<file path="src/rtl/scanline_audio_synth_if.sv">
// Bundles the scanline synth timing ticks, note-table write port and audio outputs.
// Latency: none, wires only.
// Backpressure: none; ticks and cfg writes are single-clk strobes, always accepted.
interface scanline_audio_synth_if #(
  parameter int NUM_VOICES = 3,
  parameter int DIV_W      = 9,
  parameter int ENV_W      = 5,
  parameter int STEPS      = 8
);
  localparam int VW = (NUM_VOICES > 1) ? $clog2(NUM_VOICES) : 1;
  localparam int SW = (STEPS > 1) ? $clog2(STEPS) : 1;
  localparam int LW = ENV_W + $clog2(NUM_VOICES + 2);

  logic          line_tick;
  logic          frame_tick;
  logic          cfg_we;
  logic [VW-1:0] cfg_voice;
  logic [SW-1:0] cfg_step;
  logic [DIV_W-1:0] cfg_div;
  logic [SW-1:0] step;
  logic [LW-1:0] level;
  logic          audio;

  modport master (
    output line_tick, frame_tick, cfg_we, cfg_voice, cfg_step, cfg_div,
    input  step, level, audio
  );

  modport slave (
    input  line_tick, frame_tick, cfg_we, cfg_voice, cfg_step, cfg_div,
    output step, level, audio
  );
endinterface

</file>
<file path="src/rtl/scanline_audio_synth.sv">
// Multi-voice square-wave synth + step sequencer, mixed level emitted as per-line PWM on audio.
// Latency: level lags one line_tick; audio follows pwm_cnt by 1 clk (pulse starts 1 clk after line_tick).
// Backpressure: none; optional noise voice enabled by defining SCANLINE_SYNTH_NOISE_EN.
module scanline_audio_synth #(
  parameter int NUM_VOICES      = 3,
  parameter int DIV_W           = 9,
  parameter int ENV_W           = 5,
  parameter int STEPS           = 8,
  parameter int FRAMES_PER_STEP = 32,
  parameter int LFSR_W          = 16
) (
  input logic clk,
  input logic rst_n,
  scanline_audio_synth_if.slave bus
);
  localparam int SW = (STEPS > 1) ? $clog2(STEPS) : 1;
  localparam int LW = ENV_W + $clog2(NUM_VOICES + 2);
  localparam int FW = (FRAMES_PER_STEP > 1) ? $clog2(FRAMES_PER_STEP) : 1;
  localparam logic [ENV_W-1:0] ENV_MAX = '1;
  localparam logic [FW-1:0] FRAME_LAST = FW'(FRAMES_PER_STEP - 1);

  // The step counter wraps by natural overflow, and the LFSR taps need a few bits.
  if (LFSR_W < 6 || (STEPS & (STEPS - 1)) != 0) begin : g_bad_cfg
    $error("scanline_audio_synth: STEPS must be a power of 2 and LFSR_W >= 6");
  end

  logic [DIV_W-1:0] note_tab [NUM_VOICES][STEPS];
  logic [FW-1:0]    frame_cnt;
  logic [SW-1:0]    cur_step;
  logic [DIV_W-1:0] cnt      [NUM_VOICES];
  logic             phase    [NUM_VOICES];
  logic [ENV_W-1:0] env      [NUM_VOICES];
  logic [DIV_W-1:0] div_cur  [NUM_VOICES];
  logic [LW-1:0]    mix;
  logic [LW-1:0]    mix_level;
  logic [LW-1:0]    pwm_cnt;
  logic             audio_bit;
  logic             trig;

`ifdef SCANLINE_SYNTH_NOISE_EN
  logic [LFSR_W-1:0] lfsr;
  logic [ENV_W-1:0]  noise_env;
  // x^16+x^14+x^13+x^11 is maximal-length for the default 16-bit width.
  wire               lfsr_fb = lfsr[LFSR_W-1] ^ lfsr[LFSR_W-3] ^ lfsr[LFSR_W-4] ^ lfsr[LFSR_W-6];
`endif

  assign bus.step  = cur_step;
  assign bus.level = mix_level;
  assign bus.audio = audio_bit;

  // Trigger strobe, current-step note lookup and mix of pre-update voice state.
  always_comb begin
    trig    = bus.frame_tick && (frame_cnt == '0);
    mix     = '0;
    div_cur = '{default: '0};
    for (int v = 0; v < NUM_VOICES; v++) begin
      div_cur[v] = note_tab[v][cur_step];
      if (phase[v]) mix = mix + LW'(env[v]);
    end
`ifdef SCANLINE_SYNTH_NOISE_EN
    if (lfsr[0]) mix = mix + LW'(noise_env);
`endif
  end

  // Note table: one write per clk; out-of-range voices are dropped.
  always_ff @(posedge clk) begin
    if (!rst_n) begin
      for (int v = 0; v < NUM_VOICES; v++)
        for (int s = 0; s < STEPS; s++)
          note_tab[v][s] <= '0;
    end else if (bus.cfg_we && (int'(bus.cfg_voice) < NUM_VOICES)) begin
      note_tab[bus.cfg_voice][bus.cfg_step] <= bus.cfg_div;
    end
  end

  // Sequencer: frames per step, step advances on the frame counter wrap.
  always_ff @(posedge clk) begin
    if (!rst_n) begin
      frame_cnt <= '0;
      cur_step  <= '0;
    end else if (bus.frame_tick) begin
      if (frame_cnt == FRAME_LAST) begin
        frame_cnt <= '0;
        cur_step  <= cur_step + SW'(1);
      end else begin
        frame_cnt <= frame_cnt + FW'(1);
      end
    end
  end

  // Per-voice oscillator and envelope; trigger assignments come last so they win.
  always_ff @(posedge clk) begin
    if (!rst_n) begin
      for (int v = 0; v < NUM_VOICES; v++) begin
        cnt[v]   <= '0;
        phase[v] <= 1'b0;
        env[v]   <= '0;
      end
    end else begin
      for (int v = 0; v < NUM_VOICES; v++) begin
        if (bus.line_tick) begin
          if (div_cur[v] == '0) begin
            cnt[v]   <= '0;
            phase[v] <= 1'b0;
          end else if (cnt[v] >= div_cur[v]) begin
            cnt[v]   <= '0;
            phase[v] <= ~phase[v];
          end else begin
            cnt[v] <= cnt[v] + DIV_W'(1);
          end
        end
        if (bus.frame_tick) begin
          if (trig && (div_cur[v] != '0)) begin
            env[v]   <= ENV_MAX;
            cnt[v]   <= '0;
            phase[v] <= 1'b0;
          end else if (trig) begin
            env[v] <= '0;
          end else if (env[v] != '0) begin
            env[v] <= env[v] - ENV_W'(1);
          end
        end
      end
    end
  end

`ifdef SCANLINE_SYNTH_NOISE_EN
  // Noise voice: LFSR steps per line, retriggers on odd steps, decays by 2 per frame.
  always_ff @(posedge clk) begin
    if (!rst_n) begin
      lfsr      <= LFSR_W'(1);
      noise_env <= '0;
    end else begin
      if (bus.line_tick) lfsr <= {lfsr[LFSR_W-2:0], lfsr_fb};
      if (bus.frame_tick) begin
        if (trig && cur_step[0])           noise_env <= ENV_MAX;
        else if (noise_env > ENV_W'(1))    noise_env <= noise_env - ENV_W'(2);
        else                               noise_env <= '0;
      end
    end
  end
`endif

  // Level latch and PWM: counter restarts each line and saturates, audio high while below level.
  always_ff @(posedge clk) begin
    if (!rst_n) begin
      mix_level <= '0;
      pwm_cnt   <= '0;
      audio_bit <= 1'b0;
    end else begin
      if (bus.line_tick) begin
        mix_level <= mix;
        pwm_cnt   <= '0;
      end else if (pwm_cnt != '1) begin
        pwm_cnt <= pwm_cnt + LW'(1);
      end
      audio_bit <= (pwm_cnt < mix_level);
    end
  end
endmodule
</file>
<file path="src/flat_wrapper.sv">
// flat-port wrapper written by rule: the top's interface ports become plain ports
module scanline_audio_synth_flat 
#(
  parameter int NUM_VOICES      = 3,
  parameter int DIV_W           = 9,
  parameter int ENV_W           = 5,
  parameter int STEPS           = 8,
  parameter int FRAMES_PER_STEP = 32,
  parameter int LFSR_W          = 16
)
  (clk, rst_n, bus_line_tick, bus_frame_tick, bus_cfg_we, bus_cfg_voice, bus_cfg_step, bus_cfg_div, bus_step, bus_level, bus_audio);
  scanline_audio_synth_if #(.NUM_VOICES(NUM_VOICES), .DIV_W(DIV_W), .ENV_W(ENV_W), .STEPS(STEPS)) bus_i ();
  input logic clk;
  input logic rst_n;
  input wire logic [$bits(bus_i.line_tick)-1:0] bus_line_tick;
  input wire logic [$bits(bus_i.frame_tick)-1:0] bus_frame_tick;
  input wire logic [$bits(bus_i.cfg_we)-1:0] bus_cfg_we;
  input wire logic [$bits(bus_i.cfg_voice)-1:0] bus_cfg_voice;
  input wire logic [$bits(bus_i.cfg_step)-1:0] bus_cfg_step;
  input wire logic [$bits(bus_i.cfg_div)-1:0] bus_cfg_div;
  output wire logic [$bits(bus_i.step)-1:0] bus_step;
  output wire logic [$bits(bus_i.level)-1:0] bus_level;
  output wire logic [$bits(bus_i.audio)-1:0] bus_audio;
  assign bus_i.line_tick = bus_line_tick;
  assign bus_i.frame_tick = bus_frame_tick;
  assign bus_i.cfg_we = bus_cfg_we;
  assign bus_i.cfg_voice = bus_cfg_voice;
  assign bus_i.cfg_step = bus_cfg_step;
  assign bus_i.cfg_div = bus_cfg_div;
  assign bus_step = bus_i.step;
  assign bus_level = bus_i.level;
  assign bus_audio = bus_i.audio;
  scanline_audio_synth #(.NUM_VOICES(NUM_VOICES), .DIV_W(DIV_W), .ENV_W(ENV_W), .STEPS(STEPS), .FRAMES_PER_STEP(FRAMES_PER_STEP), .LFSR_W(LFSR_W)) u_core (.clk(clk), .rst_n(rst_n), .bus(bus_i));
endmodule
</file>
<file path="config.mk">
export PLATFORM = sky130hd
export DESIGN_NAME = scanline_audio_synth_flat
export DESIGN_NICKNAME = d
export VERILOG_FILES = /design/src/rtl/scanline_audio_synth_if.sv /design/src/rtl/scanline_audio_synth.sv /design/src/flat_wrapper.sv
export SDC_FILE = /design/constraint.sdc
export NUM_CORES = 1
export LEC_CHECK = 0
export CAP_MARGIN = 20
export CORE_ASPECT_RATIO = 0.75
export CORE_MARGIN = 2
export CORE_UTILIZATION = 30
export DETAILED_ROUTE_END_ITERATION = 6
export PLACE_DENSITY = 0.53
export SYNTH_ARGS = -nofsm -noshare
export SYNTH_HDL_FRONTEND = slang
export SYNTH_SLANG_ARGS = --single-unit
export TNS_END_PERCENT = 10
</file>
<file path="constraint.sdc">
create_clock -name clk -period 5.6 [get_ports clk]
set_clock_uncertainty 0.1 [all_clocks]
set_input_delay 1.68 -clock clk [delete_from_list [all_inputs] [get_ports clk]]
set_output_delay 1.68 -clock clk [all_outputs]
set_load 0.05 [all_outputs]
</file>
* Yosys cells after proc, flatten, opt, wreduce, memory -nomap -nowiden
Memory sizes are Yosys's and may differ from the RTL's.
Index checks and enable logic that the tools add are counted.
** Cells by class
- $add $sub $neg :: 11
- Multipliers :: 0
- Div/mod/pow operators :: 0
- Magnitude comparators :: 8
- Equality and inequality tests :: 2
- Shifts and indexed selects :: 0
- Multiplexer cells :: 137
- Bitwise logic cells :: 36
- Reductions and logical operators :: 19
** Operators by type and width (count)
- $mux W72 :: 3
- $mux W9 :: 19
- $mux W1 :: 97
- $bmux W9 S3 :: 3
- $reduce_or A72 Y1 :: 1
- $mux W5 :: 11
- $or A1 B1 Y1 :: 30
- $add A9 B1 Y9 const B :: 3
- $demux W9 S3 :: 1
- $ge A9 B9 Y1 :: 3
- $logic_not A9 Y1 :: 3
- $reduce_bool A9 Y1 :: 3
- $mux W8 :: 2
- $reduce_bool A5 Y1 :: 3
- $sub A5 B1 Y5 const B :: 3
- $add A8 B1 Y8 const B :: 1
- $add A8 B5 Y8 :: 1
- $ge A4 B4 Y1 const B :: 2
- $lt A8 B8 Y1 :: 1
- $ne A8 B8 Y1 const B :: 1
- $not A3 Y4 :: 2
- $add A5 B5 Y6 :: 1
- $logic_and A1 B1 Y1 :: 6
- $add A5 B1 Y5 const B :: 1
- 9 further kinds :: 12
** Word-level totals
- Flip-flop bits (word level) :: 25
- Bits in latches :: 0
- Bits in writable memories :: 261
- ROM bits :: 0
- Input bits :: 19
- Output and inout bits :: 12
- Memories :: 4
** Memory list
- u_core.note_tab :: words 3, width 72, read ports 3, clocked after Yosys merged registers in 0, wr ports 3, RTL line scanline_audio_synth.sv:27 : logic [DIV_W-1:0] note_tab [NUM_VOICES][STEPS];
- u_core.cnt :: words 3, width 9, read ports 3, clocked after Yosys merged registers in 0, wr ports 3, RTL line scanline_audio_synth.sv:30 : logic [DIV_W-1:0] cnt [NUM_VOICES];
- u_core.env :: words 3, width 5, read ports 3, clocked after Yosys merged registers in 0, wr ports 3, RTL line scanline_audio_synth.sv:32 : logic [ENV_W-1:0] env [NUM_VOICES];
- u_core.phase :: words 3, width 1, read ports 3, clocked after Yosys merged registers in 0, wr ports 3, RTL line scanline_audio_synth.sv:31 : logic phase [NUM_VOICES];

* Depth between registers and ports, before layout
- Depth in word-level cells :: 13
- Mapped depth :: 16
- Depth with buffers taken out :: 14

* Least setup slack after synthesis
No wires, ideal clock.
- Path type :: reg2reg
- From :: register u_core.cur_step[1], in the netlist u_core.bus.step[1]
- To :: memory u_core.cnt[2][2], data pin
- Setup time :: 0.138 ns
- Arrival time :: 3.662 ns
- Setup slack :: 1.700 ns
- Cell stages (with the launch flop) :: 16
- Path buffers :: 6
- Cells stage by stage :: dfxtp_1 > buf_2 > buf_4 > buf_2 > buf_2 > buf_1 > mux4_2 > mux2i_1 > ha_1 > and4_1 > a221oi_1 > o21a_1 > inv_1 > or3_1 > buf_2 > nor2_1
** RTL lines
- start, declared :: RTL line scanline_audio_synth.sv:29 : logic [SW-1:0] cur_step;
- start signal, assigned :: RTL line scanline_audio_synth.sv:84 : cur_step <= cur_step + SW'(1);
- end, declared :: RTL line scanline_audio_synth.sv:30

* Worst setup path after layout
- From :: register u_core.cur_step[0], in the netlist u_core.bus.step[0]
- To :: output bus_step[0]
** RTL lines
- end, declared :: RTL line flat_wrapper.sv:21 : output wire logic [$bits(bus_i.step)-1:0] bus_step;
No word-level cell between the ends.

==> impl_metrics.ini <==
[run_status]
status = completed

[final_layout]
drive_above_1_share_pct = 11.7
n_fill_cell = 4542
antennaDiodeCount = 0
layout.nets = 1221
final_cells = 1796
area_delta_synth_final_pct = 13.6
final_area_sq_um = 16000

[sta]
fin_setup_tns_ns = 0
final.period_utilization_pct = 83.7
final_hold_viol_count = 0
setup_viol = 0
setup_slack_ns = 0.915
worstMarginPinSlew_ns = 1.05
slew_headroom_pct = 29.8
rsz0062_at_grt = false
max_freq_mhz = 213
period_minus_slack_ns = 4.69
slew_viol_final = 0

[die]
core_sq_um = 46200
dieArea_sq_um = 48800
rows = 68
fp.dieH_um = 192
initial_utilization_pct = 30.5
die_x_um = 254
io_pins = 31

[worst_setup_path]
start_kind = register
critPathArrivalTime_ns = 2.91
reg2reg_depth = 11
crit_type = register to output port
crit_path_max_fanout = 48
rrSetupSlack_ns = 1.40
r2r_start = u_core.bus.step[0]
end_kind = output port
r2r_end = u_core.cnt[1][2]
required_ns = 3.82

[pwr]
p_int_uw = 3720
p_sw_share_pct = 24.4
pwr-share-seq_pct = 52.5
p_sw_uw = 1200
clock_power_share_pct = 38.3
powerDensity_nw_per_um2 = 307
leakagePower_uw = 0.00535
comb_power_share_pct = 9.1
ir_drop_mv = 0.224

[place]
place_area_sq_um = 15100
port_buffers = 29
dpl.hpwl_mm = 24.4
place_ws_ns = 1.05
globalplace.congestion = 0.804
place_inst = 1745

[clock_network]
cts_tree = done
clk_latency_ns = 0.58
cts.sinks = 285
root_buffer = clkbuf_16
clk_path_buf_depth = 3
postCtsSetupBuffers = 0
cts_resized = 0
cts-hold-fix-buffers = 0
cts-htree-levels = 1
cts_made_buffers = 29
clk_pin_slew_ns = 0.06

[min_path]
min-delay-start = u_core.bus.level[6]
worstHoldEndpoint = u_core.bus.level[6]
hold_path.class = register to register
whs_path_depth = 2

[routing]
ant_nets = 0
vias = 9007
drc_errors = 0
initialDrtViolationCount = 857
viasPerCell = 5.02
drt_pass1_iterations = 5
drt-total-wl_mm = 34.9
wl_per_cell_um = 19.5

[yosys]
synthArstFlopShare_pct = 0
ys_warn_count = 0
synth-edff-count = 261
yosys-mux-area-fraction_pct = 11.0
synth_xor_area_share_pct = 2.36
synth_commonest_cells = 261 x edfxtp_1, 211 x nor2_1, 83 x nand2_1
synth_compound_area_share_pct = 5.50
synth-simple-area-share_pct = 14.6
yosysSeqAreaShare_pct = 58.9
synth_seq_cells = 285
synthAdderAreaFrac_pct = 5.07
synth.distinct_cells = 69
synth_top_family_by_area = simple AND/OR/NAND/NOR gates
yosys.area.top_type = edfxtp_1
synthCells = 1111
avgSynthCellArea_sq_um = 12.7
synth_fp_nets = 1186
yosys.area.top_type_share_pct = 55.5
yosys-top-cells-area = edfxtp_1 56%, mux4_2 8.6%, nor2_1 5.6%
syn_area_sq_um = 14100
synth_ff_type = edfxtp_1
synth_most_common_cell = edfxtp_1

[grt]
grt_usage_pct = 14.6
antenna_found_initial = 0
grt_remaining_overflow = 0
grt_pass1_vias = 8767
grt_max_degree = 59
grt_pass1_wl_mm = 54.1

[job]
maxCapViolations = 0
[placed cells by master (no fill, tap or decap), drive strengths merged, types with 5 or more instances in the layout]
| cell | Yosys | routed |
|---|---|---|
| o21ai | 30 | 30 |
| dfxtp | 24 | 24 |
| nand4 | 5 | 5 |
| nand3 | 25 | 25 |
| and2 | 7 | 7 |
| mux4 | 54 | 54 |
| xor2 | 16 | 16 |
| inv | 36 | 37 |
| edfxtp | 261 | 261 |
| xnor2 | 22 | 22 |
| nor2 | 211 | 211 |
| a21o | 11 | 11 |
| mux2i | 29 | 29 |
| a21oi | 31 | 31 |
| or4b | 5 | 5 |
| clkbuf | 25 | 38 |
| nand2 | 84 | 84 |
| ha | 54 | 54 |
| o21a | 6 | 6 |
| nor4 | 12 | 12 |
| buf | 20 | 21 |
| clkdlybuf4s50 | 0 | 28 |
| clkinv | 0 | 9 |
| nand2b | 18 | 18 |
| nor2b | 26 | 26 |
| o211ai | 12 | 12 |
| nor3 | 20 | 20 |
| or4 | 10 | 10 |
[how the worst max path moves through the flow]
stage                             startpoint                     end  slack [ns]  cells after the start
final                     u_core.bus.step[0]             bus_step[0]        0.91                      2
after global placement            bus_cfg_we  u_core.note_tab[1][59]        1.11                      6
after global routing      u_core.bus.step[0]             bus_step[0]        0.66                      2
after CTS                 u_core.bus.step[0]             bus_step[0]        0.79                      2
after floorplan           u_core.bus.step[1]        u_core.cnt[2][2]        1.70                     15
after detailed placement          bus_cfg_we  u_core.note_tab[2][67]        1.05                      8
[through the flow]
| step | power (uW) | hold slack, ns | util (%) |
|---|---|---|---|
| floorplan | 2900 | 0.376 | - |
| global placement | 3070 | 0.401 | 32.8 |
| detailed placement | 3080 | 0.405 | 32.8 |
| CTS | 4970 | 0.414 | 34.7 |
| global route | 5120 | 0.474 | 34.7 |
| finish | 4920 | 0.412 | 34.7 |
[state kept, by name, indices dropped and copies added (netlist names)]
| register | flops |
|---|---|
| u_core.note_tab | 216 |
| u_core.phase | 3 |
| u_core.bus.step | 3 |
| u_core.env | 15 |
| u_core.pwm_cnt | 8 |
| u_core.frame_cnt | 5 |
| u_core.bus.level | 7 |
| u_core.cnt | 27 |
| u_core.bus.audio | 1 |
[logic make-up after synthesis]
kind of cell | after synthesis
AND/OR/NAND/NOR | 443
flip-flops | 285
AO/OA/AOI/OAI | 120
multiplexers | 87
buffers and inverters | 81
adder cells (fa/ha/maj) | 56
XOR/XNOR | 38
other | 1
[power groups by stage]
stage	logic, uW	clock network [uW]	registers (uW)
detailed placement	451	0	2630
floorplan	304	0	2600
finish	449	1890	2590
global route	507	2010	2600
CTS	454	1930	2590
global placement	445	0	2630
[per-layer routing]
metal | share of wire [%] | routed length [um] | vias up | global-route usage [%]
met1 | 51 | 17800 | 4501 | 23.4
met2 | 41 | 14200 | 282 | 20.5
li1 | - | - | 4189 | -
met4 | 1.1 | 393 | 0 | 2.06
met3 | 7.3 | 2550 | 35 | 3.01
met5 | 0 | 0 | - | 0
[worst max-delay path, cell delays in order (launching register included)]
cell             delay, ns
dfxtp_4               0.89
buf_4                 0.50
clkdlybuf4s50_1       0.90
[cell type report]
class	count	area (sq um)	area share [%]
Sequential cell	285	8320	51.9
Multi-Input combinational cell	745	5440	33.9
Tap cell	630	788	4.92
Clock buffer	38	769	4.80
Timing Repair Buffer	49	448	2.79
Inverter	36	135	0.843
Clock inverter	13	128	0.796
No activity file was read; power rests on OpenSTA's default activity.
